[src/rtl/gen_scheduler.sv]
// Generation scheduler: paces generations from a tick period, sweeps every cell
// address to the update engine over valid/ready, waits for the engine to drain,
// then pulses a front/back buffer swap. Optional generation counter: GEN_SCHED_GEN_COUNT_EN.
module gen_scheduler #(
  parameter int GRID_W = 80,
  parameter int GRID_H = 60,
  parameter int XW     = 7,
  parameter int YW     = 6,
  parameter int TW     = 24
) (
  input  logic          clk,
  input  logic          reset,
  input  logic          run,
  input  logic          step,
  input  logic [TW-1:0] period,
  output logic          cell_valid,
  input  logic          cell_ready,
  output logic [XW-1:0] cell_x,
  output logic [YW-1:0] cell_y,
  output logic          cell_last,
  input  logic          eng_idle,
  output logic          swap,
  output logic          busy,
  output logic [15:0]   gen_count
);

  typedef enum logic [2:0] {
    S_IDLE   = 3'd0,
    S_WAIT   = 3'd1,
    S_SWEEP  = 3'd2,
    S_DRAIN  = 3'd3,
    S_COMMIT = 3'd4
  } state_t;

  localparam logic [XW-1:0] X_MAX = XW'(GRID_W - 1);
  localparam logic [YW-1:0] Y_MAX = YW'(GRID_H - 1);

  state_t        state;
  state_t        state_nxt;
  logic [TW-1:0] timer;
  logic [TW-1:0] term;
  logic          match_q;
  logic          hs;
  logic [XW-1:0] x_nxt;
  logic [YW-1:0] y_nxt;

  assign hs = cell_valid & cell_ready;

  // Terminal timer value; a period of 0 behaves as 1.
  always_comb begin
    term = '0;
    if (period != '0) term = period - 1'b1;
  end

  // Next raster position: advance on each accepted address, wrap after the last cell.
  always_comb begin
    x_nxt = cell_x;
    y_nxt = cell_y;
    if (hs) begin
      if (cell_x == X_MAX) begin
        x_nxt = '0;
        y_nxt = (cell_y == Y_MAX) ? '0 : cell_y + 1'b1;
      end else begin
        x_nxt = cell_x + 1'b1;
      end
    end
  end

  // Next-state logic; run beats step in IDLE, and run=0 beats the timer match in WAIT.
  always_comb begin
    state_nxt = state;
    case (state)
      S_IDLE: begin
        if (run)       state_nxt = S_WAIT;
        else if (step) state_nxt = S_SWEEP;
      end
      S_WAIT: begin
        if (!run)         state_nxt = S_IDLE;
        else if (match_q) state_nxt = S_SWEEP;
      end
      S_SWEEP: begin
        if (hs && cell_last) state_nxt = S_DRAIN;
      end
      S_DRAIN: begin
        if (eng_idle) state_nxt = S_COMMIT;
      end
      S_COMMIT: begin
        state_nxt = run ? S_WAIT : S_IDLE;
      end
      default: state_nxt = S_IDLE;
    endcase
  end

  // State register, tick timer and registered outputs.
  // The timer match is registered, so WAIT spans max(period,1)+1 cycles; this is
  // the extra cycle in the P+N+3 swap-to-swap interval.
  always_ff @(posedge clk) begin
    if (reset) begin
      state      <= S_IDLE;
      timer      <= '0;
      match_q    <= 1'b0;
      cell_valid <= 1'b0;
      cell_x     <= '0;
      cell_y     <= '0;
      cell_last  <= 1'b0;
      swap       <= 1'b0;
      busy       <= 1'b0;
    end else begin
      state <= state_nxt;
      if (state_nxt == S_WAIT && state != S_WAIT) timer <= '0;
      else if (state == S_WAIT)                   timer <= timer + 1'b1;
      match_q    <= (state == S_WAIT) && (state_nxt == S_WAIT) && (timer == term);
      cell_valid <= (state_nxt == S_SWEEP);
      cell_x     <= x_nxt;
      cell_y     <= y_nxt;
      cell_last  <= (state_nxt == S_SWEEP) && (x_nxt == X_MAX) && (y_nxt == Y_MAX);
      swap       <= (state_nxt == S_COMMIT);
      busy       <= (state_nxt == S_SWEEP) || (state_nxt == S_DRAIN) ||
                    (state_nxt == S_COMMIT);
    end
  end

`ifdef GEN_SCHED_GEN_COUNT_EN
  // Completed-generation counter, stepping in the same cycle swap is raised.
  always_ff @(posedge clk) begin
    if (reset)                      gen_count <= '0;
    else if (state_nxt == S_COMMIT) gen_count <= gen_count + 1'b1;
  end
`else
  assign gen_count = '0;
`endif

endmodule

[config.mk]
export PLATFORM = sky130hd
export DESIGN_NAME = gen_scheduler
export DESIGN_NICKNAME = d
export VERILOG_FILES = /design/src/rtl/gen_scheduler.sv
export SDC_FILE = /design/constraint.sdc
export NUM_CORES = 1
export LEC_CHECK = 0
export CAP_MARGIN = 5
export CORE_AREA = 10 10 102 104
export CTS_CLUSTER_DIAMETER = 40
export CTS_CLUSTER_SIZE = 10
export DETAILED_ROUTE_END_ITERATION = 10
export DIE_AREA = 0 0 112 114
export PLACE_DENSITY = 0.73
export SLEW_MARGIN = 20
export SYNTH_ARGS = -nofsm -noshare
export SYNTH_HDL_FRONTEND = slang
export SYNTH_SLANG_ARGS = --single-unit
[constraint.sdc]
create_clock -name clk -period 2.8 [get_ports clk]
set_clock_uncertainty 0.2 [all_clocks]
set_input_delay 0.42 -clock clk [delete_from_list [all_inputs] [get_ports clk]]
set_output_delay 0.42 -clock clk [all_outputs]
set_load 0.005 [all_outputs]
==> results.md, run 1 <==
- Slew Viols, Final: 0
- Seq/Total Area, Yosys: 0.276
- Clock Latency Late Sink: 300 ps
- WP data required: 2820 ps
- Flop and latch count out of synthesis: 45
- Die Y: 114 um
- Row cnt: 34
- Global-route wire length before repair: 16,400 um
- Post-synthesis async set-or-reset flop share: 0
- HPWL Detailed: 7770 um
- CP peak stage delay: 560 ps
- Actual transition at the worst max-transition pin: 524 ps
- Status: finished, final reports clean
- H-tree levels: 2
- Non-filler cells, final: 637
- Worst slew margin: 0.650
- DRT Wirelength: 9930 um
- Layout cell share with drive strength beyond 1: 0.250
- CORE AREA: 0.00847 sq mm
- Initial antenna violation count: 0
- Power per cell area: 285 mW/mm^2
- TritonCTS Buffers: 5
- Area share of the largest cell type after synthesis: 0.276
- CTS Buffer Depth: 2
- Element type at the critical path end: flop
- Post-synthesis cell count: 418
- Post-route setup slack: 84.8 ps
- Buf+Inv Stages, Crit Path: 1
- Root Buffer: clkbuf_8
- Sequential cell area: 901 sq um
- MaxCap Viol Count: 0
- CP cell instances: clkdlybuf4s50_1 -> or4_4 -> or3_4 -> nor3_1 -> a31oi_1 -> o21ai_0 -> nand4_1 -> nor4_2
- Peak VDD IR: 0.244 mV
- Congestion Overflow GR: 0
- DRT iter0 DRCs: 192
- Cell family with most CP delay: simple AND/OR/NAND/NOR gates
- Leak Pwr: 1.76 nW
- Nets@finish: 562
- Sink Count: 45
- Post-DP Area: 0.00427 sq mm
- Antenna Cells: 0
- Cell Area, Synth: 0.00327 sq mm
- Synth area leaders: dfxtp_1, xnor2_1, xor2_1
- Synth warn: 0
- CP max stage cell: or4_4
- Vias/cell: 5.46
- I/O pin cnt: 63
- Post-placement setup slack: -429 ps
- Cell taking the most area after synthesis: dfxtp_1
- Top_reg_cell synth: dfxtp_1
- Final setup violation count: 0
- Setup CP Type: primary input to flop
- Die area: 0.0128 sq mm
- Pin count of the biggest net entering global routing: 25
- Post-synth top cells: nor2_1, dfxtp_1, xnor2_1, nand2_1, xor2_1
- Reg clk slew, reported paths: 90 ps
- Gpl congestion: 0.922
- WL per Instance: 15.6 um
- Critical path fanouts, max: 4
- Post-Layout Inst Area: 0.00463 sq mm
- Drc violations: 0
- Minimum clock period: 2720 ps
- Hold Vio Cnt, Final: 0
- DR pass1 iterations: 5
- Synth cell types: 65
- Most frequent cell after synthesis: nor2_1
- Vias in the first global route: 3,478
- Placed cells: 627
- Fin crit share: 0.970
- Final Power: 1.32 mW
- Crit path DAT: 2730 ps
- Starting density of the core: 0.386
- Area Growth Syn to Fin: 41.7%
- Post-synth EDFFs: 0
- FMAX: 368 MHz
- HP Class: flop to flop
- Number of routed nets with antenna violations: 0
- Worst hold slack: 337 ps
- PortBufs: 46
- CTS tree: done
- Post-Syn Area per Cell: 7.82 sq um
- GRT Util Overall: 0.150
- Multi-input gate area: 0.00245 sq mm
- # fillers: 764
- Die width: 112 um
- Nature of the critical path startpoint: primary input
- Vias: 3,478
-- area by class of cell --
| class | count | area share |
|---|---|---|
| multi-input combinational | 346 | 0.529 |
| timing repair buffer | 119 | 0.219 |
| sequential | 45 | 0.195 |
| clock buffer | 5 | 0.0149 |
| inverter | 11 | 0.00892 |
| clock inverter | 3 | 0.00459 |
| tap | 108 | 0.0292 |
-- power breakdown --
part           total (mW)  internal [mW]  switching, mW
clock network       0.404          0.177          0.227
logic               0.265          0.137          0.128
registers           0.652          0.645        0.00654
-- cell families (layout without fill, tap and decap cells) --
group | after synthesis | after routing | synth area share
flip-flops | 45 | 45 | 0.276
AO/OA/AOI/OAI | 68 | 68 | 0.145
XOR/XNOR | 52 | 52 | 0.144
AND/OR/NAND/NOR | 199 | 199 | 0.328
adder cells (fa/ha/maj) | 4 | 4 | 0.0153
other | 1 | 16 | 0.00115
multiplexers | 7 | 7 | 0.0218
buffers and inverters | 42 | 138 | 0.0697
-- state kept, by name, summed over array words and instances (netlist names) --
name,count
cell_valid,1
swap,1
cell_last,1
timer,24
busy,1
state,3
match_q,1
cell_y,6
cell_x,7
-- per-layer routing --
layer	GRT usage	routed length, um	vias up
met4	0.0592	251	0
met1	0.176	4220	1639
li1	-	-	1711
met5	0	0	-
met3	0.0331	518	22
met2	0.261	4930	106
-- per-stage QoR --
stage                     setup TNS, ps  utilization
after floorplan                       0            -
after global placement             -353        0.504
after detailed placement           -429        0.504
after CTS                             0        0.526
after global routing              -21.6        0.547
final                                 0        0.547
-- what timing repair did --
action,CTS,global route
buffers inserted,3,0
endpoints found under the setup margin,1,1
pin swaps,15,15
resized for setup,23,48
hold buffers,0,0
-- cells in the final DEF (no fill, tap or decap), drive strengths merged, types with 3 or more instances in the layout --
master         instances
a21boi                 3
conb                  16
and2                   3
nand4b                 3
nor4                  14
dlymetal6s2s           7
nand2                 26
dfxtp                 45
or3                   10
and3                   7
or4                    7
clkdlybuf4s50         35
a21oi                 12
clkbuf                 9
xor2                  23
nor3                  20
ha                     4
and4                   3
mux2i                  6
nor2                  52
inv                   12
nand4                 16
buf                   73
xnor2                 28
nor3b                  6
nand2b                 6
o21ai                 16
o31ai                  4
nand3                 13
nor2b                  4
a211oi                 3
or2                    3
-- path summary, 6_finish.rpt --
check,to,startpoint,slack [ps],depth (start not counted)
max,match_q,period[7],80,8
max reg2reg,timer[21],state[0],480,7
min reg2reg,cell_y[5],cell_y[5],340,2
min,cell_y[5],cell_y[5],340,2
-- tightest hold or removal path, cell delays in order (launching register included) --
cell and delay (ps):
dfxtp_1 350, o21ai_0 80, a21oi_1 60
No activity file was read; power rests on OpenSTA's default activity.
==> inputs of run 2 (changes only) <==
--- a/config.mk
+++ b/config.mk
@@ -5,7 +5,6 @@
 export SDC_FILE = /design/constraint.sdc
 export NUM_CORES = 1
 export LEC_CHECK = 0
-export CAP_MARGIN = 5
 export CORE_AREA = 10 10 102 104
 export CTS_CLUSTER_DIAMETER = 40
 export CTS_CLUSTER_SIZE = 10
==> results of run 2 <==
The final DEF is identical to that of run 1; final timing and power are the same.
==> inputs of run 3 (changes only) <==
--- a/config.mk
+++ b/config.mk
@@ -5,12 +5,13 @@
 export SDC_FILE = /design/constraint.sdc
 export NUM_CORES = 1
 export LEC_CHECK = 0
-export CORE_AREA = 10 10 102 104
+export CORE_AREA = 2 2 94 96
 export CTS_CLUSTER_DIAMETER = 40
 export CTS_CLUSTER_SIZE = 10
 export DETAILED_ROUTE_END_ITERATION = 10
-export DIE_AREA = 0 0 112 114
+export DIE_AREA = 0 0 96 98
 export PLACE_DENSITY = 0.73
+export SKIP_LAST_GASP = 1
 export SLEW_MARGIN = 20
 export SYNTH_ARGS = -nofsm -noshare
 export SYNTH_HDL_FRONTEND = slang
==> results.md, run 3 (synthesis results as in run 1) <==
- GRT Util Overall: 0.203
- Global-route wire length before repair: 15,400 um
- Unrepaired setup endpoints after global routing: yes
- H-tree levels: 2
- Most flops, register: timer
- Minimum clock period: 2760 ps
- Number of routed nets with antenna violations: 0
- Final Power: 1.31 mW
- CP cell instances: clkdlybuf4s15_1 -> or4_4 -> or4_4 -> nor3_4 -> xnor2_2 -> a221o_1 -> nand4b_1 -> nor4_2
- Row cnt: 34
- Reg2Reg Setup Slack: 440 ps
- Peak VDD IR: 0.234 mV
- Power per cell area: 297 mW/mm^2
- Drc violations: 0
- Status: finished, final reports clean
- Die width: 96 um
- Hold Vio Cnt, Final: 0
- Vias/cell: 5.36
- Post-DP Area: 0.00427 sq mm
- # fillers: 816
- Worst slew margin: 0.610
- Setup CP Type: primary input to flop
- Cell mode on critical path: or4_4
- Layout cell share with drive strength beyond 1: 0.193
- Slew Viols, Final: 0
- I/O pin cnt: 63
- TritonCTS Buffers: 5
- Clock Latency Late Sink: 300 ps
- PortBufs: 46
- MaxCap Viol Count: 0
- Hold Crit Start: cell_y[5]
- CP peak stage delay: 550 ps
- Element type at the critical path end: flop
- Largest regs: timer x24, cell_x x7, cell_y x6
- CTS tree: done
- Setup TNS: 0 ps
- Most common cell after layout, fill and taps aside: buf_4
- Starting density of the core: 0.386
- CTS Buffer Depth: 2
- Sink Count: 45
- Crit path DAT: 2770 ps
- CORE AREA: 0.00847 sq mm
- Non-filler cells, final: 636
- Area Growth Syn to Fin: 34.9%
- Placed cells: 627
- FMAX: 363 MHz
- Antenna Cells: 0
- CP max stage cell: or4_4
- Vias: 3,409
- Reg2reg path depth: 7
- Final setup violation count: 0
- Reg clk slew, reported paths: 90 ps
- Nets@finish: 561
- Post-Layout Inst Area: 0.00441 sq mm
- Critical path fanouts, max: 2
- DR pass1 iterations: 4
- HPWL Detailed: 7350 um
- Commonest cells after routing, fill and taps aside: buf_4, nor2_1, dfxtp_1, clkdlybuf4s50_1, xnor2_1
- Initial antenna violation count: 0
- Leak Pwr: 1.64 nW
- Critical path launch point: period[3]
- Die Y: 98 um
- WHS Endpoint: cell_y[5]
- Vias in the first global route: 3,209
- Actual transition at the worst max-transition pin: 584 ps
- R2r endpoint: timer[23]
- Die area: 0.00941 sq mm
- Fin crit share: 0.984
- DRT iter0 DRCs: 177
- WL per Instance: 14.4 um
- Number of flip-flops in the largest register: 24
- Worst hold stages: 2
- Congestion Overflow GR: 0
- DRT Wirelength: 9190 um
- Pin count of the biggest net entering global routing: 25
- Root Buffer: clkbuf_8
- Nature of the critical path startpoint: primary input
- Worst r2r src: state[0]
- WP data required: 2820 ps
- Gpl congestion: 0.912
- HP Class: flop to flop
run 3: critical path, delay by kind of cell:
kind | cells | cell delay, ps
buffers and inverters | 1 | 180
xor gates and xnor gates | 1 | 100
and+or+nand+nor | 5 | 1740
AOI/OAI and AO/OA | 1 | 320
run 3: stage by stage:
step / util / hold WS (ps) / setup slack [ps]
2_1_floorplan: - / 292 / 0.306
3_3_place_gp: 0.504 / 316 / -363
3_5_place_dp: 0.504 / 334 / -471
4_1_cts: 0.520 / 350 / 11.1
5_1_grt: 0.521 / 383 / -61.2
6_report: 0.521 / 349 / 43.5
run 3: worst max-delay path by stage:
stage               endpoint  slack (ps)  depth (start not counted)
finish               match_q          40                          8
global route         match_q         -60                          9
detailed placement   match_q        -470                         11
CTS                  match_q          10                          9
floorplan            match_q         0.3                          9
global placement     match_q        -360                          9
run 3: layer usage:
| layer | up-vias | wire (um) | GRT usage |
|---|---|---|---|
| li1 | 1707 | - | - |
| met1 | 1600 | 4200 | 0.276 |
| met2 | 89 | 4450 | 0.332 |
| met3 | 13 | 334 | 0.0309 |
| met4 | 0 | 201 | 0.0549 |
| met5 | - | 0 | 0 |
run 3: area by class of cell:
| cell class | instances | area, sq um | area share |
|---|---|---|---|
| inverter | 11 | 41.3 | 0.00937 |
| multi-input combinational | 346 | 2240 | 0.509 |
| tap | 108 | 135 | 0.0307 |
| clock inverter | 3 | 25.0 | 0.00568 |
| sequential | 45 | 901 | 0.204 |
| clock buffer | 5 | 68.8 | 0.0156 |
| timing repair buffer | 118 | 992 | 0.225 |
run 3: power breakdown:
group          switching, mW  leakage, nW  internal (mW)
logic                  0.112         1.24          0.128
clock network          0.235       0.0447          0.180
registers            0.00651        0.363          0.645
run 3: timing repair:
action                     4_1_cts  5_1_grt
hold buffers                     0        0
setup endpoints to repair        1        1
cloned                           0        0
setup buffers                    1        0
pin swaps                       11        0
gates resized for setup         23        2
